### config.mk
export PLATFORM = sky130hd
export DESIGN_NAME = mul_div_unit
export DESIGN_NICKNAME = d
export VERILOG_FILES = /design/src/rtl/mdu_pkg.sv /design/src/rtl/mdu_iter_core.sv /design/src/rtl/mul_div_unit.sv
export SDC_FILE = /design/constraint.sdc
export NUM_CORES = 1
export LEC_CHECK = 0
export BUFFER_PORTS_ARGS = -buffer_cell sky130_fd_sc_hd__buf_4
export CORE_MARGIN = 2
export CORE_UTILIZATION = 40
export CTS_BUF_LIST = sky130_fd_sc_hd__clkbuf_4 sky130_fd_sc_hd__clkbuf_8
export CTS_CLUSTER_DIAMETER = 100
export DETAILED_ROUTE_END_ITERATION = 8
export PLACE_DENSITY = 0.59
export SLEW_MARGIN = 30
export SYNTH_ARGS = -nofsm -noshare
export SYNTH_HDL_FRONTEND = slang
export SYNTH_SLANG_ARGS = --single-unit
export TNS_END_PERCENT = 5
### constraint.sdc
create_clock -name clk -period 3.47 [get_ports clk]
set_input_delay 0.5205 -clock clk [delete_from_list [all_inputs] [get_ports clk]]
set_output_delay 0.5205 -clock clk [all_outputs]
set_load 0.05 [all_outputs]
### src/rtl/mdu_pkg.sv
// Shared types and constants for the iterative signed multiply/divide unit.
package mdu_pkg;
   localparam int WIDTH = 16;
   localparam int ITER  = 16;
   localparam int CNT_W = 5;

   typedef enum logic [1:0] {IDLE, CALC, FIX, DONE} mdu_state_t;
   typedef enum logic {MDU_MUL, MDU_DIV} mdu_op_t;

   // Magnitude of a two's-complement value; -32768 maps to unsigned 32768.
   function automatic logic [WIDTH-1:0] mag(input logic [WIDTH-1:0] v);
      return v[WIDTH-1] ? -v : v;
   endfunction
endpackage

### src/rtl/mdu_iter_core.sv
// One combinational step of unsigned shift-add multiply or restoring divide.
module mdu_iter_core
   import mdu_pkg::*;
(
   input  mdu_op_t            op,
   input  logic [2*WIDTH-1:0] acc,
   input  logic [WIDTH-1:0]   b_mag,
   output logic [2*WIDTH-1:0] acc_next,
   output logic               q_bit
);
   logic [WIDTH:0]   mul_sum;
   logic [WIDTH:0]   rem_trial;
   logic [WIDTH+1:0] diff;

   always_comb begin
      mul_sum   = {1'b0, acc[2*WIDTH-1:WIDTH]} + (acc[0] ? {1'b0, b_mag} : '0);
      // Divide: upper half is the partial remainder, lower half shifts dividend out and quotient in.
      rem_trial = acc[2*WIDTH-1:WIDTH-1];
      diff      = {1'b0, rem_trial} - {2'b00, b_mag};
      q_bit     = 1'b0;
      acc_next  = {mul_sum, acc[WIDTH-1:1]};
      if (op == MDU_DIV) begin
         q_bit    = ~diff[WIDTH+1];
         acc_next = {(q_bit ? diff[WIDTH-1:0] : rem_trial[WIDTH-1:0]), acc[WIDTH-2:0], q_bit};
      end
   end
endmodule

### src/rtl/mul_div_unit.sv
// Iterative 16-bit signed multiply/divide feeding the register file write port.
module mul_div_unit
   import mdu_pkg::*;
(
   input  logic                 clk,
   input  logic                 rst,
   input  logic                 halt_sys,
   input  logic                 start,
   input  logic                 op,
   input  logic [3:0]           dest_addr,
   input  logic [WIDTH-1:0]     opa,
   input  logic [WIDTH-1:0]     opb,
   output logic                 busy,
   output logic                 write_en,
   output logic                 R0_en,
   output logic [3:0]           write_address,
   output logic [2*WIDTH-1:0]   write_data,
   output logic                 div_zero
);
   mdu_state_t         state_reg, state_next;
   logic [CNT_W-1:0]   cnt_reg, cnt_next;
   mdu_op_t            op_reg, op_next;
   logic [3:0]         dest_reg, dest_next;
   logic [WIDTH-1:0]   b_mag_reg, b_mag_next;
   logic [2*WIDTH-1:0] acc_reg, acc_next;
   logic               neg_q_reg, neg_q_next;
   logic               neg_r_reg, neg_r_next;
   logic               b_zero_reg, b_zero_next;
   logic               we_reg, we_next;
   logic               r0_reg, r0_next;
   logic [3:0]         waddr_reg, waddr_next;
   logic [2*WIDTH-1:0] wdata_reg, wdata_next;
   logic               dz_reg, dz_next;

   logic [2*WIDTH-1:0] core_acc;
   logic               core_q;
   logic [WIDTH-1:0]   q_fix, r_fix;
   logic [2*WIDTH-1:0] prod_fix;

   mdu_iter_core u_core (
      .op       (op_reg),
      .acc      (acc_reg),
      .b_mag    (b_mag_reg),
      .acc_next (core_acc),
      .q_bit    (core_q)
   );

   always_comb begin
      state_next  = state_reg;
      cnt_next    = cnt_reg;
      op_next     = op_reg;
      dest_next   = dest_reg;
      b_mag_next  = b_mag_reg;
      acc_next    = acc_reg;
      neg_q_next  = neg_q_reg;
      neg_r_next  = neg_r_reg;
      b_zero_next = b_zero_reg;
      we_next     = we_reg;
      r0_next     = r0_reg;
      waddr_next  = waddr_reg;
      wdata_next  = wdata_reg;
      dz_next     = dz_reg;
      prod_fix    = neg_q_reg ? -acc_reg : acc_reg;
      // A zero divisor leaves the dividend magnitude as remainder; only the quotient is forced.
      q_fix       = b_zero_reg ? '1 : (neg_q_reg ? -acc_reg[WIDTH-1:0] : acc_reg[WIDTH-1:0]);
      r_fix       = neg_r_reg ? -acc_reg[2*WIDTH-1:WIDTH] : acc_reg[2*WIDTH-1:WIDTH];

      case (state_reg)
         IDLE: begin
            if (start) begin
               op_next     = mdu_op_t'(op);
               dest_next   = dest_addr;
               b_mag_next  = mag(opb);
               acc_next    = {{WIDTH{1'b0}}, mag(opa)};
               neg_q_next  = opa[WIDTH-1] ^ opb[WIDTH-1];
               neg_r_next  = opa[WIDTH-1];
               b_zero_next = (opb == '0);
               cnt_next    = '0;
               state_next  = CALC;
            end
         end
         CALC: begin
            acc_next = core_acc;
            cnt_next = cnt_reg + 1'b1;
            if (cnt_reg == CNT_W'(ITER - 1))
               state_next = FIX;
         end
         FIX: begin
            wdata_next = (op_reg == MDU_MUL) ? prod_fix : {r_fix, q_fix};
            waddr_next = dest_reg;
            we_next    = 1'b1;
            r0_next    = 1'b1;
            dz_next    = (op_reg == MDU_DIV) && b_zero_reg;
            state_next = DONE;
         end
         DONE: begin
            we_next    = 1'b0;
            r0_next    = 1'b0;
            state_next = IDLE;
         end
         default: state_next = IDLE;
      endcase
   end

   // A halted edge holds everything, which also keeps write_en up until the register file can take it.
   always_ff @(posedge clk) begin
      if (rst) begin
         state_reg  <= IDLE;
         cnt_reg    <= '0;
         op_reg     <= MDU_MUL;
         dest_reg   <= '0;
         b_mag_reg  <= '0;
         acc_reg    <= '0;
         neg_q_reg  <= 1'b0;
         neg_r_reg  <= 1'b0;
         b_zero_reg <= 1'b0;
         we_reg     <= 1'b0;
         r0_reg     <= 1'b0;
         waddr_reg  <= '0;
         wdata_reg  <= '0;
         dz_reg     <= 1'b0;
      end else if (!halt_sys) begin
         state_reg  <= state_next;
         cnt_reg    <= cnt_next;
         op_reg     <= op_next;
         dest_reg   <= dest_next;
         b_mag_reg  <= b_mag_next;
         acc_reg    <= acc_next;
         neg_q_reg  <= neg_q_next;
         neg_r_reg  <= neg_r_next;
         b_zero_reg <= b_zero_next;
         we_reg     <= we_next;
         r0_reg     <= r0_next;
         waddr_reg  <= waddr_next;
         wdata_reg  <= wdata_next;
         dz_reg     <= dz_next;
      end
   end

   assign busy          = (state_reg != IDLE);
   assign write_en      = we_reg;
   assign R0_en         = r0_reg;
   assign write_address = waddr_reg;
   assign write_data    = wdata_reg;
   assign div_zero      = dz_reg;
endmodule

# == After elaboration in Yosys (flattened, before gate mapping) ==
# Index checks and enable logic that the tools add are counted.
# totals
ff_bits,101
latchBits,0
mem_bits_rw,0
rom_bits,0
output_inout_bits,40
n_memories,0
elab_cells,59
in_bits,41
# classes
n_div,0
eq_ne,6
bitwise,3
n_mul,0
n_mux,18
n_lt_le_gt_ge,0
n_reduce_logical,11
add_sub_neg,8
shifts,0
# ops
cell,n
32-bit two-way mux,4
16-bit two-way mux,7
16-bit negation,4
32-bit one-hot mux with 2 select lines,1
32-bit negation,1
17-bit by 16-bit subtractor with 18-bit output,1
16-bit by 17-bit adder with 17-bit output,1
16-bit logical NOT,1
5-bit one-hot mux with 2 select lines,1
3-bit AND reduction,3
2-bit one-hot mux with 4 select lines,1
2-bit nonzero test,3
5-bit by 1-bit adder with 5-bit output (second input constant),1
5-bit by 4-bit equality test with 1-bit output (second input constant),1
5-bit two-way mux,1
2-bit equality test (second input constant),2
2-bit two-way mux,2
2-bit != test (second input constant),2
2-bit AND reduction,2
2-bit by 1-bit equality test with 1-bit output (second input constant),1
2-bit logical NOT,1
1-bit inverter,2
1-bit one-hot mux with 2 select lines,1
1-bit logical AND,1
1-bit XOR,1

# == Depth between registers and ports, before layout ==
# Gate-level depths: netlist (run 1).
# logic_depth
word_depth,4
mapped_depth,12
mapped_depth_nobuf,11

# == Cells and area by module ==
# From an unflattened synthesis (run 1), not the netlist that was laid out.
# hier_totals
cells_unflattened,943
area_unflattened_um2,7377.1
# modules_own_cells
module,area_each_um2,cells_each,n_inst,seq_area_each_um2
mul_div_unit,5352.6,665,1,2021.9
mdu_iter_core,2024.4,278,1,0.0

# == Least setup slack after synthesis (run 1) ==
# No wires, ideal clock.
# synth_timing
path_type,reg2reg
startpoint,reg acc_reg[0]
endpoint,reg acc_reg[29]
synth_period_minus_slack_ns,2.679
t_required_ns,3.348
setup_time_ns,0.122
arrival_ns,2.557
stages_incl_launch_ff,13
slack_ns,0.791
path_buffers,2
cell_sequence,dfxtp_1 -> inv_1 -> clkbuf_1 -> nor2_1 -> ha_1 -> clkbuf_1 -> a21oi_1 -> o21ai_0 -> or3_1 -> o21ai_1 -> o21ai_0 -> xor2_1 -> a221o_1
# synth_between
elab_chain_len,4
# synth_lines
element,line_no,rtl
from (decl),mul_div_unit.sv:25,"logic [2*WIDTH-1:0] acc_reg, acc_next;"
from (signal assigned),mul_div_unit.sv:128,acc_reg <= acc_next;
16-bit two-way mux,mdu_iter_core.sv:16,"mul_sum = {1'b0, acc[2*WIDTH-1:WIDTH]} + (acc[0] ? {1'b0, b_mag} : '0);"
16-bit by 17-bit adder with 17-bit output,mdu_iter_core.sv:16,
32-bit two-way mux,mdu_iter_core.sv:22,if (op == MDU_DIV) begin
32-bit one-hot mux with 2 select lines,mul_div_unit.sv:68,case (state_reg)
# Every way passes these cells.
# A chain may end at the register's enable or synchronous reset.

# == Worst setup path in the final report (run 1) ==
# Same ends and word-level chain as after synthesis.

==> report_table.html, run 1 <==
<table>
<tr><th>Metric</th><th>Value</th></tr>
<tr><th colspan="2">Synthesis</th></tr>
<tr><td>Area share of the largest cell type after synthesis</td><td>27.6%</td></tr>
<tr><td>Netlist area before placement</td><td>7340 um2</td></tr>
<tr><td>Flops &amp; latches, synth</td><td>101</td></tr>
<tr><td>Fraction of the yosys area taken by sequential cells</td><td>27.6%</td></tr>
<tr><td>Synth async-reset ratio</td><td>0%</td></tr>
<tr><td>Cell type with the highest aggregate area in the netlist</td><td>sky130_fd_sc_hd__dfxtp_1</td></tr>
<tr><td>Top flip-flop cell by instance count after synthesis</td><td>sky130_fd_sc_hd__dfxtp_1</td></tr>
<tr><td>Number of warnings issued by yosys</td><td>0</td></tr>
<tr><td>Commonest cells in the netlist</td><td>sky130_fd_sc_hd__nand2_1, sky130_fd_sc_hd__nor2_1, sky130_fd_sc_hd__dfxtp_1, sky130_fd_sc_hd__a21oi_1, sky130_fd_sc_hd__a211oi_1</td></tr>
<tr><td>Number of instances in the synthesized netlist</td><td>950</td></tr>
<tr><td>Biggest area contributors in the synthesized netlist</td><td>sky130_fd_sc_hd__dfxtp_1, sky130_fd_sc_hd__ha_1, sky130_fd_sc_hd__nand2_1</td></tr>
<tr><td>Unique cell type count in the Yosys netlist</td><td>73</td></tr>
<tr><td>Syn_nets</td><td>1035</td></tr>
<tr><td>Post-synthesis area per instance</td><td>7.72 um2</td></tr>
<tr><td>Number of flops mapped to enable cells by yosys</td><td>0</td></tr>
<tr><th colspan="2">CTS</th></tr>
<tr><td>Deepest level of the CTS H-tree</td><td>3</td></tr>
<tr><td>CTS tree</td><td>done</td></tr>
<tr><td>Number of buffers added by the clock tree synthesis step</td><td>9</td></tr>
<tr><td>CTS Hold Buffers Added</td><td>0</td></tr>
<tr><td>Post-CTS resize count</td><td>0</td></tr>
<tr><td>Clk Latency, worst-skew pair</td><td>0.39 ns</td></tr>
<tr><td>Worst-path clk slew</td><td>0.10 ns</td></tr>
<tr><td># clock sinks</td><td>101</td></tr>
<tr><td>Cell at the root of the clock tree</td><td>sky130_fd_sc_hd__clkbuf_8</td></tr>
<tr><td>Max Root-Sink Buffers</td><td>2</td></tr>
<tr><td>Post-CTS Repair Setup Buffers</td><td>0</td></tr>
<tr><th colspan="2">Critical path</th></tr>
<tr><td>Worst setup EP type</td><td>register</td></tr>
<tr><td>CP top delay family</td><td>compound AO/OA/AOI/OAI gates</td></tr>
<tr><td>Category of the critical setup timing path</td><td>register to register</td></tr>
<tr><td>Crit path arrival time</td><td>3.17 ns</td></tr>
<tr><td>Slowest stage delay, CP</td><td>0.44 ns</td></tr>
<tr><td>Buffering stage count on the worst path with inverters included</td><td>2</td></tr>
<tr><td>Depth of the worst register-to-register path</td><td>11</td></tr>
<tr><td>Worst reg2reg path endpoint</td><td>acc_reg[29]$_SDFFE_PP0P_</td></tr>
<tr><td>Cell with the largest stage delay on the worst path</td><td>sky130_fd_sc_hd__dfxtp_1</td></tr>
<tr><td>Cell occurring most often along the worst timing path</td><td>sky130_fd_sc_hd__o21ai_0</td></tr>
<tr><td>Crit path max fanout</td><td>9</td></tr>
<tr><td>Reg-to-reg startpoint</td><td>acc_reg[0]$_SDFFE_PP0P_</td></tr>
<tr><td>Ordered cell list for the critical path</td><td>inv_1 &gt; buf_4 &gt; nor2_1 &gt; ha_1 &gt; a21oi_1 &gt; o21ai_0 &gt; or3_1 &gt; o21ai_1 &gt; o21ai_0 &gt; xor2_1 &gt; a221o_1</td></tr>
<tr><td>Sort of element at the start of the critical path</td><td>register</td></tr>
<tr><td>Worst Path Required</td><td>3.75 ns</td></tr>
<tr><td>Register-to-register path setup slack</td><td>0.58 ns</td></tr>
<tr><th colspan="2">Final layout</th></tr>
<tr><td>Final cell count without fillers</td><td>1237</td></tr>
<tr><td>Number of nets in the final layout</td><td>1088</td></tr>
<tr><td>Proportion of layout cells with a drive suffix above 1</td><td>13.5%</td></tr>
<tr><td>ANT cells</td><td>0</td></tr>
<tr><td>Area overhead of the layout relative to synthesis</td><td>14.6%</td></tr>
<tr><th colspan="2">GRT</th></tr>
<tr><td>Largest net degree at the start of global routing</td><td>51</td></tr>
<tr><td>Global-route wire length before repair</td><td>33900 um</td></tr>
<tr><td>Number of antenna violations at the first check in global routing</td><td>0</td></tr>
<tr><td>GR Util All Layers</td><td>21.4%</td></tr>
<tr><td>Vias in the first global route</td><td>6280</td></tr>
<tr><td>Global route total overflow</td><td>0</td></tr>
<tr><th colspan="2">Timing</th></tr>
<tr><td>Setup skew after layout</td><td>0.00937 ns</td></tr>
<tr><td>Number of max-slew violations in the final report</td><td>0</td></tr>
<tr><td>Final period util</td><td>83.3%</td></tr>
<tr><td>RSZ-0062 raised after global routing</td><td>no</td></tr>
<tr><td>Setup total negative slack</td><td>0 ns</td></tr>
<tr><td>Total count of hold-check failures in the final report</td><td>0</td></tr>
<tr><td>Clock period minus worst slack</td><td>2.89 ns</td></tr>
<tr><td>Least-Margin Pin Slew</td><td>0.834 ns</td></tr>
<tr><td>Final setup violating endpoints</td><td>0</td></tr>
<tr><td>Slew HR</td><td>44.4%</td></tr>
<tr><td>Maximum frequency from static timing analysis</td><td>346 MHz</td></tr>
<tr><th colspan="2">Routing</th></tr>
<tr><td>DR DRC count</td><td>0</td></tr>
<tr><td>Initial detailed-routing violation count</td><td>504</td></tr>
<tr><td>Post-detailed-route count of antenna-violating nets</td><td>0</td></tr>
<tr><td>Post-DR wirelength/cell</td><td>16.8 um</td></tr>
<tr><td>First drt pass iteration count</td><td>5</td></tr>
<tr><td>Routed via count divided by cell count</td><td>5.64</td></tr>
<tr><td>Routed wire length</td><td>20700 um</td></tr>
<tr><td>Vias post-DR</td><td>6971</td></tr>
<tr><th colspan="2">Die</th></tr>
<tr><td>Placeable core region</td><td>18000 um2</td></tr>
<tr><td>Initial core utilization</td><td>40.8%</td></tr>
<tr><td>Die W</td><td>139 um</td></tr>
<tr><td>Number of rows in the core area</td><td>49</td></tr>
<tr><td>Height of the die</td><td>139 um</td></tr>
<tr><td># IOs</td><td>81</td></tr>
<tr><td>Full die area</td><td>19400 um2</td></tr>
<tr><th colspan="2">Placed design</th></tr>
<tr><td>Port Buffers</td><td>80</td></tr>
<tr><td>Post-detail-place hpwl</td><td>15600 um</td></tr>
<tr><td>Global placer's final weighted congestion</td><td>0.961</td></tr>
<tr><td>Cell count after placement</td><td>1221</td></tr>
<tr><th colspan="2">Pwr</th></tr>
<tr><td>Power per unit of standard cell area</td><td>365 nW/um2</td></tr>
<tr><td>Peak ir drop on the vdd network</td><td>0.214 mV</td></tr>
<tr><td>Leak Pwr</td><td>3.30 nW</td></tr>
<tr><th colspan="2">Hold path</th></tr>
<tr><td>Number of instances on the worst hold path</td><td>3</td></tr>
<tr><td>Sink of the worst hold path</td><td>dest_reg[0]$_SDFFE_PP0P_</td></tr>
<tr><td>Class of the tightest hold or removal check</td><td>input pin to register</td></tr>
<tr><td>Launch point of the worst hold path</td><td>dest_addr[0]</td></tr>
<tr><th colspan="2">Run status</th></tr>
<tr><td>Status</td><td>finished clean</td></tr>
<tr><th colspan="2">Run</th></tr>
<tr><td>Max-cap violations</td><td>0</td></tr>
</table>
[per-stage QoR]
stage | util, % | cell area (um2) | power (mW) | hold slack, ns | worst slack (ns)
after global placement | 45.3 | 8140 | 2.15 | 0.442 | 0.675
after CTS | 46.8 | 8410 | 3.10 | 0.343 | 0.606
after detailed placement | 45.4 | 8160 | 2.15 | 0.446 | 0.622
after floorplan | - | 7340 | 1.91 | 0.432 | 0.791
after global routing | 46.8 | 8410 | 3.24 | 0.365 | 0.270
final | 46.8 | 8410 | 3.07 | 0.365 | 0.579
[final cells by class]
cell class	instances	area [um2]
clock buffers	9	124
clock inverters	7	120
fillers	1850	9560
inverters	44	165
multi-input cells	747	4920
flip-flops and latches	101	2020
well taps	229	287
repair buffers	100	771
[metal layers]
layer / vias to the layer above / GRT usage (%) / share of wire [%] / wire length [um]
met5: - / 0 / 0 / 0
met4: 0 / 6.06 / 2.0 / 425
met3: 30 / 3.06 / 6.3 / 1320
met2: 223 / 31.5 / 42 / 8720
met1: 3194 / 32.4 / 50 / 10300
li1: 3524 / - / - / -
[worst max-delay path by stage]
stage,cells after the start,end,start
2_1_floorplan,12,acc_reg[29]$_SDFFE_PP0P_,acc_reg[0]$_SDFFE_PP0P_
3_3_place_gp,10,acc_reg[30]$_SDFFE_PP0P_,acc_reg[0]$_SDFFE_PP0P_
3_5_place_dp,11,acc_reg[29]$_SDFFE_PP0P_,acc_reg[0]$_SDFFE_PP0P_
4_1_cts,11,acc_reg[29]$_SDFFE_PP0P_,acc_reg[0]$_SDFFE_PP0P_
5_1_grt,10,acc_reg[30]$_SDFFE_PP0P_,acc_reg[0]$_SDFFE_PP0P_
6_report,11,acc_reg[29]$_SDFFE_PP0P_,acc_reg[0]$_SDFFE_PP0P_
[logic make-up (layout without fill, tap and decap cells)]
| group | after synthesis | after routing | share of synthesized area (%) |
|---|---|---|---|
| xor+xnor | 75 | 75 | 8.95 |
| mux | 28 | 28 | 3.84 |
| fa+ha+maj | 44 | 44 | 7.71 |
| simple gates | 326 | 326 | 20.9 |
| buf+inv | 102 | 160 | 5.58 |
| compound gates | 274 | 274 | 25.4 |
| flops | 101 | 101 | 27.6 |
[power by group]
part	leakage, nW	total, mW	switching [mW]	internal (mW)
combinational	2.36	0.862	0.525	0.337
clock	0.120	0.940	0.457	0.483
sequential	0.820	1.27	0.0602	1.21
total	3.30	3.07	1.04	2.03
[cell usage in the layout, fill, tap and decap left out, types with 4 or more instances in the layout]
master,Yosys,routed
sky130_fd_sc_hd__o21ai_0,45,45
sky130_fd_sc_hd__a22oi_1,9,9
sky130_fd_sc_hd__a21o_1,9,9
sky130_fd_sc_hd__buf_4,1,99
sky130_fd_sc_hd__xor2_1,39,39
sky130_fd_sc_hd__nand2b_1,9,9
sky130_fd_sc_hd__nor2b_1,6,5
sky130_fd_sc_hd__nand3b_1,5,5
sky130_fd_sc_hd__inv_1,44,44
sky130_fd_sc_hd__mux2i_1,27,27
sky130_fd_sc_hd__ha_1,42,42
sky130_fd_sc_hd__nor3_1,18,17
sky130_fd_sc_hd__o21bai_1,5,5
sky130_fd_sc_hd__a31oi_1,9,9
sky130_fd_sc_hd__nand2_1,104,104
sky130_fd_sc_hd__nor2_1,104,104
sky130_fd_sc_hd__o21a_1,6,6
sky130_fd_sc_hd__a211oi_1,47,47
sky130_fd_sc_hd__clkbuf_8,0,9
sky130_fd_sc_hd__o211ai_1,19,19
sky130_fd_sc_hd__or3_1,16,16
sky130_fd_sc_hd__a21oi_1,64,64
sky130_fd_sc_hd__o2111ai_1,4,4
sky130_fd_sc_hd__nand3_1,20,20
sky130_fd_sc_hd__dfxtp_1,101,100
sky130_fd_sc_hd__o22ai_1,4,4
sky130_fd_sc_hd__o41ai_1,6,6
sky130_fd_sc_hd__nor4_1,7,7
sky130_fd_sc_hd__xnor2_1,36,36
sky130_fd_sc_hd__nand4_1,12,12
sky130_fd_sc_hd__o31ai_1,16,16
[tightest hold or removal path, stage by stage]
cell                      delay, ns
sky130_fd_sc_hd__buf_4         0.11
sky130_fd_sc_hd__nand2_1       0.05
sky130_fd_sc_hd__a21oi_1       0.05
No activity file was read; power rests on OpenSTA's default activity.
==> run 2: changes to the inputs <==
- PLACE_DENSITY: 0.59 -> 0.61
- clock period: 3.47 -> 2.3 ns (I/O delays scaled with it)
==> run 2 against run 1 <==
The run now ends with negative setup slack left. Final area up 14%. Via count up 7.6%. Maximum frequency up 17%. Sequential power up 49%. Cell count up 9.0%. Worst setup slack worse by 0.74 ns. Register-to-register slack worse by 0.74 ns. Clock-buffer cell count up 2. Sequential cell count unchanged. Critical path depth unchanged. Power up 52%. Clock skew up 0.016 ns. Largest power group unchanged. Highest routed layer unchanged.
==> report_table.html, run 2 (same netlist as run 1, synthesis figures left out) <==
<table>
<tr><th>Metric</th><th>Value</th></tr>
<tr><th colspan="2">Timing</th></tr>
<tr><td>Maximum frequency from static timing analysis</td><td>406 MHz (was 346 MHz)</td></tr>
<tr><td>RSZ-0062 raised after global routing</td><td>yes (was no)</td></tr>
<tr><td>Clock period minus worst slack</td><td>2.46 ns (was 2.89 ns)</td></tr>
<tr><td>Final period util</td><td>107% (was 83.3%)</td></tr>
<tr><td>Total count of hold-check failures in the final report</td><td>0 (unchanged)</td></tr>
<tr><td>Number of max-slew violations in the final report</td><td>0 (unchanged)</td></tr>
<tr><td>Final setup violating endpoints</td><td>18 (was 0)</td></tr>
<tr><td>Setup skew after layout</td><td>0.0251 ns (was 0.00937 ns)</td></tr>
<tr><td>Final worst slack</td><td>-0.162 ns (was 0.579 ns)</td></tr>
<tr><td>Slew HR</td><td>55.5% (was 44.4%)</td></tr>
<tr><td>Least-Margin Pin Slew</td><td>0.667 ns (was 0.834 ns)</td></tr>
<tr><th colspan="2">Die</th></tr>
<tr><td>Number of rows in the core area</td><td>49 (unchanged)</td></tr>
<tr><td>Initial core utilization</td><td>40.8% (unchanged)</td></tr>
<tr><td>Height of the die</td><td>139 um (unchanged)</td></tr>
<tr><td>Placeable core region</td><td>18000 um2 (unchanged)</td></tr>
<tr><td>Die W</td><td>139 um (unchanged)</td></tr>
<tr><td># IOs</td><td>81 (unchanged)</td></tr>
<tr><td>Full die area</td><td>19400 um2 (unchanged)</td></tr>
<tr><th colspan="2">Critical path</th></tr>
<tr><td>Worst setup EP type</td><td>register (unchanged)</td></tr>
<tr><td>Sort of element at the start of the critical path</td><td>register (unchanged)</td></tr>
<tr><td>Crit path arrival time</td><td>2.76 ns (was 3.17 ns)</td></tr>
<tr><td>Category of the critical setup timing path</td><td>register to register (unchanged)</td></tr>
<tr><td>Crit path max fanout</td><td>5 (was 9)</td></tr>
<tr><td>Worst Path Required</td><td>2.60 ns (was 3.75 ns)</td></tr>
<tr><th colspan="2">Final layout</th></tr>
<tr><td>Number of nets in the final layout</td><td>1199 (was 1088)</td></tr>
<tr><td>Finished layout cell area</td><td>9580 um2 (was 8410 um2)</td></tr>
<tr><td>Fill cell count</td><td>1724 (was 1850)</td></tr>
<tr><td>Area overhead of the layout relative to synthesis</td><td>30.6% (was 14.6%)</td></tr>
<tr><td>ANT cells</td><td>0 (unchanged)</td></tr>
<tr><td>Proportion of layout cells with a drive suffix above 1</td><td>28.4% (was 13.5%)</td></tr>
<tr><td>Leading cell types in the layout, fill and taps excluded</td><td>sky130_fd_sc_hd__buf_4, sky130_fd_sc_hd__nand2_1, sky130_fd_sc_hd__nor2_1 (was sky130_fd_sc_hd__nand2_1, sky130_fd_sc_hd__nor2_1, sky130_fd_sc_hd__dfxtp_1)</td></tr>
<tr><td>Most common cell after layout, fill and taps aside</td><td>sky130_fd_sc_hd__buf_4</td></tr>
<tr><th colspan="2">Routing</th></tr>
<tr><td>Initial detailed-routing violation count</td><td>492 (was 504)</td></tr>
<tr><td>Routed wire length</td><td>22600 um (was 20700 um)</td></tr>
<tr><td>DR DRC count</td><td>0 (unchanged)</td></tr>
<tr><td>Post-DR wirelength/cell</td><td>16.7 um (was 16.8 um)</td></tr>
<tr><td>First drt pass iteration count</td><td>5 (unchanged)</td></tr>
<tr><td>Post-detailed-route count of antenna-violating nets</td><td>0 (unchanged)</td></tr>
<tr><td>Routed via count divided by cell count</td><td>5.56 (was 5.64)</td></tr>
<tr><td>Vias post-DR</td><td>7498 (was 6971)</td></tr>
<tr><th colspan="2">CTS</th></tr>
<tr><td>Deepest level of the CTS H-tree</td><td>3 (unchanged)</td></tr>
<tr><td># clock sinks</td><td>101 (unchanged)</td></tr>
<tr><td>Clk Latency, worst-skew pair</td><td>0.41 ns (was 0.39 ns)</td></tr>
<tr><td>CTS tree</td><td>done (unchanged)</td></tr>
<tr><td>CTS Hold Buffers Added</td><td>0 (unchanged)</td></tr>
<tr><td>Worst-path clk slew</td><td>0.11 ns (was 0.10 ns)</td></tr>
<tr><td>Number of buffers added by the clock tree synthesis step</td><td>9 (unchanged)</td></tr>
<tr><td>Max Root-Sink Buffers</td><td>2 (unchanged)</td></tr>
<tr><td>Cell at the root of the clock tree</td><td>sky130_fd_sc_hd__clkbuf_8 (unchanged)</td></tr>
<tr><th colspan="2">GRT</th></tr>
<tr><td>Largest net degree at the start of global routing</td><td>57 (was 51)</td></tr>
<tr><td>Number of antenna violations at the first check in global routing</td><td>0 (unchanged)</td></tr>
<tr><td>Global-route wire length before repair</td><td>35700 um (was 33900 um)</td></tr>
<tr><td>Vias in the first global route</td><td>6992 (was 6280)</td></tr>
<tr><td>GR Util All Layers</td><td>22.5% (was 21.4%)</td></tr>
<tr><td>Global route total overflow</td><td>0 (unchanged)</td></tr>
<tr><th colspan="2">Hold path</th></tr>
<tr><td>Class of the tightest hold or removal check</td><td>input pin to register (unchanged)</td></tr>
<tr><th colspan="2">Pwr</th></tr>
<tr><td>Power per unit of standard cell area</td><td>487 nW/um2 (was 365 nW/um2)</td></tr>
<tr><td>Post-route total power</td><td>4.66 mW (was 3.07 mW)</td></tr>
<tr><td>Peak ir drop on the vdd network</td><td>0.273 mV (was 0.214 mV)</td></tr>
<tr><td>Leak Pwr</td><td>3.88 nW (was 3.30 nW)</td></tr>
<tr><th colspan="2">Placed design</th></tr>
<tr><td>Port Buffers</td><td>80 (unchanged)</td></tr>
<tr><td>Global placer's final weighted congestion</td><td>0.942 (was 0.961)</td></tr>
<tr><td>Area after DPL</td><td>8950 um2 (was 8160 um2)</td></tr>
<tr><td>Post-detail-place hpwl</td><td>16800 um (was 15600 um)</td></tr>
<tr><th colspan="2">Run status</th></tr>
<tr><td>Violated checks</td><td>negative setup slack</td></tr>
<tr><td>Status</td><td>finished with violations (was finished clean)</td></tr>
<tr><th colspan="2">Run</th></tr>
<tr><td>Max-cap violations</td><td>0 (unchanged)</td></tr>
</table>
[run 2: worst paths after layout]
check / from / end / slack (ns) / cells after the start
setup / recovery: b_mag_reg[0]$_SDFFE_PP0P_ / acc_reg[29]$_SDFFE_PP0P_ / -0.16 / 11
hold / removal: op / op_reg$_SDFFE_PP0P_ / 0.18 / 3
setup reg to reg: b_mag_reg[0]$_SDFFE_PP0P_ / acc_reg[29]$_SDFFE_PP0P_ / -0.16 / 11
hold reg to reg: write_data[24]$_SDFFE_PP0P_ / write_data[24]$_SDFFE_PP0P_ / 0.46 / 2
[run 2: cell type report]
cell class	instances	area [um2]	area share, %
clock buffers	11	151	1.58
flip-flops and latches	101	2040	21.3
clock inverters	5	41.3	0.431
multi-input cells	748	5280	55.2
repair buffers	210	1600	16.7
well taps	229	287	2.99
inverters	44	168	1.75
[run 2: per-stage QoR]
| step | setup slack (ns) | instances | utilization [%] | hold slack, ns | setup TNS [ns] |
|---|---|---|---|---|---|
| CTS | -0.139 | 1342 | 51.8 | 0.167 | -0.773 |
| global placement | -0.216 | 1324 | 49.8 | 0.441 | -2.07 |
| floorplan | -0.0664 | 950 | - | 0.432 | -0.277 |
| global route | -0.236 | 1348 | 53.3 | 0.183 | -3.22 |
| finish | -0.162 | 1348 | 53.3 | 0.177 | -1.40 |
| detailed placement | -0.275 | 1324 | 49.8 | 0.447 | -2.41 |
[run 2: worst max-delay path, stage by stage, from the launching register on]
cell and delay (ns):
sky130_fd_sc_hd__dfxtp_2 0.34, sky130_fd_sc_hd__buf_6 0.12, sky130_fd_sc_hd__ha_4 0.16, sky130_fd_sc_hd__buf_6 0.11
sky130_fd_sc_hd__nor2b_4 0.11, sky130_fd_sc_hd__o31a_1 0.22, sky130_fd_sc_hd__o211ai_4 0.15, sky130_fd_sc_hd__a2111o_1 0.55
sky130_fd_sc_hd__buf_6 0.18, sky130_fd_sc_hd__nand3_4 0.08, sky130_fd_sc_hd__a31oi_4 0.08, sky130_fd_sc_hd__a221o_1 0.26
[run 2: timing repair]
action	in CTS	in global routing
endpoints found under the setup margin	21	30
pin swaps	17	17
buffers inserted	2	5
cloned	0	1
gates resized for setup	42	48
[run 2: power by group]
part | total [mW] | internal (mW) | switching [mW]
clock network | 1.17 | 0.465 | 0.709
logic | 1.59 | 0.685 | 0.907
registers | 1.89 | 1.82 | 0.0707
[run 2: routing by layer]
layer | vias to the layer above | share of wire (%) | track usage [%] | wire length, um
met3 | 34 | 5.1 | 2.86 | 1160
met1 | 3510 | 49 | 33.0 | 11000
met5 | - | 0 | 0 | 0
li1 | 3749 | - | - | -
met2 | 205 | 44 | 34.4 | 9880
met4 | 0 | 2.4 | 7.18 | 541
==> run 3: changes to the inputs <==
- BUFFER_PORTS_ARGS: -buffer_cell sky130_fd_sc_hd__buf_4 -> -buffer_cell sky130_fd_sc_hd__buf_2
==> run 3 against run 2 <==
The flow still finishes with violations (negative setup slack). Clock skew down 0.0076 ns. Highest routed layer unchanged. Maximum frequency is 2.4% higher. Via count about the same. Power rose by 2.4%. Largest power group unchanged. Routed wire length shrank 0.60%. Final area up 0.44%. Worst hold slack better by 0.0067 ns. Largest cell class unchanged. Sequential share of layout area hardly changed.
==> report_table.html, run 3 (same netlist as run 1, synthesis figures left out) <==
<table>
<tr><th>Metric</th><th>Value</th></tr>
<tr><th colspan="2">Timing</th></tr>
<tr><td>Setup total negative slack</td><td>-0.875 ns (was -1.40 ns)</td></tr>
<tr><td>Final setup violating endpoints</td><td>16 (was 18)</td></tr>
<tr><td>Final period util</td><td>105% (was 107%)</td></tr>
<tr><td>Final worst slack</td><td>-0.106 ns (was -0.162 ns)</td></tr>
<tr><td>Setup skew after layout</td><td>0.0175 ns (was 0.0251 ns)</td></tr>
<tr><td>Maximum frequency from static timing analysis</td><td>416 MHz (was 406 MHz)</td></tr>
<tr><td>RSZ-0062 raised after global routing</td><td>yes (unchanged)</td></tr>
<tr><td>Worst hold margin</td><td>0.184 ns (was 0.177 ns)</td></tr>
<tr><td>Clock period minus worst slack</td><td>2.41 ns (was 2.46 ns)</td></tr>
<tr><td>Least-Margin Pin Slew</td><td>0.670 ns (was 0.667 ns)</td></tr>
<tr><td>Total count of hold-check failures in the final report</td><td>0 (unchanged)</td></tr>
<tr><td>Number of max-slew violations in the final report</td><td>0 (unchanged)</td></tr>
<tr><td>Slew HR</td><td>55.3% (was 55.5%)</td></tr>
<tr><th colspan="2">CTS</th></tr>
<tr><td>Max Root-Sink Buffers</td><td>2 (unchanged)</td></tr>
<tr><td>Number of buffers added by the clock tree synthesis step</td><td>9 (unchanged)</td></tr>
<tr><td>Deepest level of the CTS H-tree</td><td>3 (unchanged)</td></tr>
<tr><td>Clk Latency, worst-skew pair</td><td>0.40 ns (was 0.41 ns)</td></tr>
<tr><td>CTS tree</td><td>done (unchanged)</td></tr>
<tr><td>Cell at the root of the clock tree</td><td>sky130_fd_sc_hd__clkbuf_8 (unchanged)</td></tr>
<tr><td>Worst-path clk slew</td><td>0.10 ns (was 0.11 ns)</td></tr>
<tr><td># clock sinks</td><td>101 (unchanged)</td></tr>
<tr><th colspan="2">Run status</th></tr>
<tr><td>Status</td><td>finished with violations (unchanged)</td></tr>
<tr><td>Violated checks</td><td>negative setup slack (unchanged)</td></tr>
<tr><th colspan="2">Critical path</th></tr>
<tr><td>Worst Path Required</td><td>2.56 ns (was 2.60 ns)</td></tr>
<tr><td>Category of the critical setup timing path</td><td>register to register (unchanged)</td></tr>
<tr><td>Depth of the worst register-to-register path</td><td>10 (was 11)</td></tr>
<tr><td>Slowest stage delay, CP</td><td>0.37 ns (was 0.55 ns)</td></tr>
<tr><td>Worst setup EP type</td><td>register (unchanged)</td></tr>
<tr><td>Crit path max fanout</td><td>6 (was 5)</td></tr>
<tr><td>Reg-to-reg startpoint</td><td>b_mag_reg[1]$_SDFFE_PP0P_ (was b_mag_reg[0]$_SDFFE_PP0P_)</td></tr>
<tr><td>Crit path arrival time</td><td>2.66 ns (was 2.76 ns)</td></tr>
<tr><td>Worst reg2reg path endpoint</td><td>acc_reg[16]$_SDFFE_PP0P_ (was acc_reg[29]$_SDFFE_PP0P_)</td></tr>
<tr><td>Register-to-register path setup slack</td><td>-0.11 ns (was -0.16 ns)</td></tr>
<tr><td>Cell with the largest stage delay on the worst path</td><td>sky130_fd_sc_hd__dfxtp_2 (was sky130_fd_sc_hd__a2111o_1)</td></tr>
<tr><td>Launching element of the worst setup path</td><td>b_mag_reg[1]$_SDFFE_PP0P_ (was b_mag_reg[0]$_SDFFE_PP0P_)</td></tr>
<tr><td>Sort of element at the start of the critical path</td><td>register (unchanged)</td></tr>
<tr><td>Ordered cell list for the critical path</td><td>inv_2 &gt; ha_4 &gt; nor2b_4 &gt; o31a_1 &gt; o211ai_4 &gt; a2111o_1 &gt; nand2_4 &gt; buf_4 &gt; o2111ai_1 &gt; a21oi_1 (was buf_6 &gt; ha_4 &gt; buf_6 &gt; nor2b_4 &gt; o31a_1 &gt; o211ai_4 &gt; a2111o_1 &gt; buf_6 &gt; nand3_4 &gt; a31oi_4 &gt; a221o_1)</td></tr>
<tr><th colspan="2">Routing</th></tr>
<tr><td>Vias post-DR</td><td>7492 (was 7498)</td></tr>
<tr><td>Post-detailed-route count of antenna-violating nets</td><td>0 (unchanged)</td></tr>
<tr><td>DR DRC count</td><td>0 (unchanged)</td></tr>
<tr><td>Initial detailed-routing violation count</td><td>553 (was 492)</td></tr>
<tr><td>Routed via count divided by cell count</td><td>5.50 (was 5.56)</td></tr>
<tr><td>Routed wire length</td><td>22400 um (was 22600 um)</td></tr>
<tr><td>Post-DR wirelength/cell</td><td>16.5 um (was 16.7 um)</td></tr>
<tr><td>First drt pass iteration count</td><td>7 (was 5)</td></tr>
<tr><th colspan="2">GRT</th></tr>
<tr><td>Number of antenna violations at the first check in global routing</td><td>0 (unchanged)</td></tr>
<tr><td>Largest net degree at the start of global routing</td><td>56 (was 57)</td></tr>
<tr><td>Global route total overflow</td><td>0 (unchanged)</td></tr>
<tr><td>Vias in the first global route</td><td>7032 (was 6992)</td></tr>
<tr><td>Global-route wire length before repair</td><td>35900 um (was 35700 um)</td></tr>
<tr><td>GR Util All Layers</td><td>22.5% (about the same)</td></tr>
<tr><th colspan="2">Die</th></tr>
<tr><td>Initial core utilization</td><td>40.8% (unchanged)</td></tr>
<tr><td>Number of rows in the core area</td><td>49 (unchanged)</td></tr>
<tr><td>Die W</td><td>139 um (unchanged)</td></tr>
<tr><td>Placeable core region</td><td>18000 um2 (unchanged)</td></tr>
<tr><td>Height of the die</td><td>139 um (unchanged)</td></tr>
<tr><td>Full die area</td><td>19400 um2 (unchanged)</td></tr>
<tr><td># IOs</td><td>81 (unchanged)</td></tr>
<tr><th colspan="2">Hold path</th></tr>
<tr><td>Class of the tightest hold or removal check</td><td>input pin to register (unchanged)</td></tr>
<tr><td>Launch point of the worst hold path</td><td>dest_addr[1] (was op)</td></tr>
<tr><td>Sink of the worst hold path</td><td>dest_reg[1]$_SDFFE_PP0P_ (was op_reg$_SDFFE_PP0P_)</td></tr>
<tr><td>Number of instances on the worst hold path</td><td>3 (unchanged)</td></tr>
<tr><th colspan="2">Final layout</th></tr>
<tr><td>Fill cell count</td><td>1754 (was 1724)</td></tr>
<tr><td>Proportion of layout cells with a drive suffix above 1</td><td>30.9% (was 28.4%)</td></tr>
<tr><td>Multi-input combinational cell area</td><td>5350 um2 (was 5280 um2)</td></tr>
<tr><td>Final cell count without fillers</td><td>1363 (was 1348)</td></tr>
<tr><td>Total area of sequential cells</td><td>2050 um2 (was 2040 um2)</td></tr>
<tr><td>ANT cells</td><td>0 (unchanged)</td></tr>
<tr><td>Number of nets in the final layout</td><td>1214 (was 1199)</td></tr>
<tr><td>Leading cell types in the layout, fill and taps excluded</td><td>sky130_fd_sc_hd__buf_4, sky130_fd_sc_hd__nand2_1, sky130_fd_sc_hd__nor2_1 (unchanged)</td></tr>
<tr><td>Area overhead of the layout relative to synthesis</td><td>31.2% (was 30.6%)</td></tr>
<tr><td>Most common cell after layout, fill and taps aside</td><td>sky130_fd_sc_hd__buf_4 (unchanged)</td></tr>
<tr><th colspan="2">Placed design</th></tr>
<tr><td>Port Buffers</td><td>80 (unchanged)</td></tr>
<tr><td>Cell count after placement</td><td>1337 (was 1324)</td></tr>
<tr><td>Global placer's final weighted congestion</td><td>0.900 (was 0.942)</td></tr>
<tr><td>Post-detail-place hpwl</td><td>16700 um (was 16800 um)</td></tr>
<tr><td>Minimum setup slack after placement</td><td>-0.231 ns (was -0.275 ns)</td></tr>
<tr><th colspan="2">Pwr</th></tr>
<tr><td>Power per unit of standard cell area</td><td>496 nW/um2 (was 487 nW/um2)</td></tr>
<tr><td>Leak Pwr</td><td>3.94 nW (was 3.88 nW)</td></tr>
<tr><td>Peak ir drop on the vdd network</td><td>0.317 mV (was 0.273 mV)</td></tr>
<tr><th colspan="2">Run</th></tr>
<tr><td>Max-cap violations</td><td>0 (unchanged)</td></tr>
</table>
## run 3: per-layer routing
metal / vias up / GRT usage (%) / wire length (um)
met5: - / 0 / 0
met4: 0 / 5.53 / 406
met3: 29 / 4.13 / 1110
met2: 204 / 34.7 / 9790
met1: 3481 / 32.5 / 11100
li1: 3778 / - / -
## run 3: worst max-delay path: cells and delay by family, from the launching register on
kind                     cells  cell delay [ns]
flip-flops                   1             0.37
AO/OA/AOI/OAI                5             1.17
AND/OR/NAND/NOR              2             0.27
adder cells (fa/ha/maj)      1             0.20
buffers and inverters        2             0.26
## run 3: where the power goes
part / switching, mW / internal, mW
logic: 0.923 / 0.697
registers: 0.0717 / 1.82
clock network: 0.724 / 0.532
total: 1.72 / 3.05
## run 3: cell type report
type,instances,share of cell area (%)
Multi-Input combinational cell,747,55.6
Sequential cell,101,21.3
Timing Repair Buffer,226,16.1
Tap cell,229,2.98
Inverter,44,1.79
Clock buffer,9,1.29
Clock inverter,7,0.949
## run 3: timing repair
item,in CTS,in global routing
hold endpoints to repair,0,0
endpoints found under the setup margin,20,31
cloned,0,0
gates resized for setup,26,91
pin swaps,16,36
setup buffers,3,7
hold buffers,0,0
## run 3: worst max path at each step
stage,endpoint,slack [ns],depth (start not counted)
after global routing,write_data[30]$_SDFFE_PP0P_,-0.22,10
after detailed placement,acc_reg[31]$_SDFFE_PP0P_,-0.23,11
final,acc_reg[16]$_SDFFE_PP0P_,-0.11,10
after floorplan,acc_reg[29]$_SDFFE_PP0P_,-0.07,12
after CTS,acc_reg[28]$_SDFFE_PP0P_,-0.16,11
after global placement,acc_reg[31]$_SDFFE_PP0P_,-0.20,11
## run 3: metrics by stage
step	area [um2]	power, mW	utilization [%]
4_1_cts	9200	4.69	51.2
3_3_place_gp	8860	3.39	49.3
6_report	9620	4.77	53.6
5_1_grt	9620	5.03	53.6
2_1_floorplan	7380	2.89	-
3_5_place_dp	8860	3.40	49.3
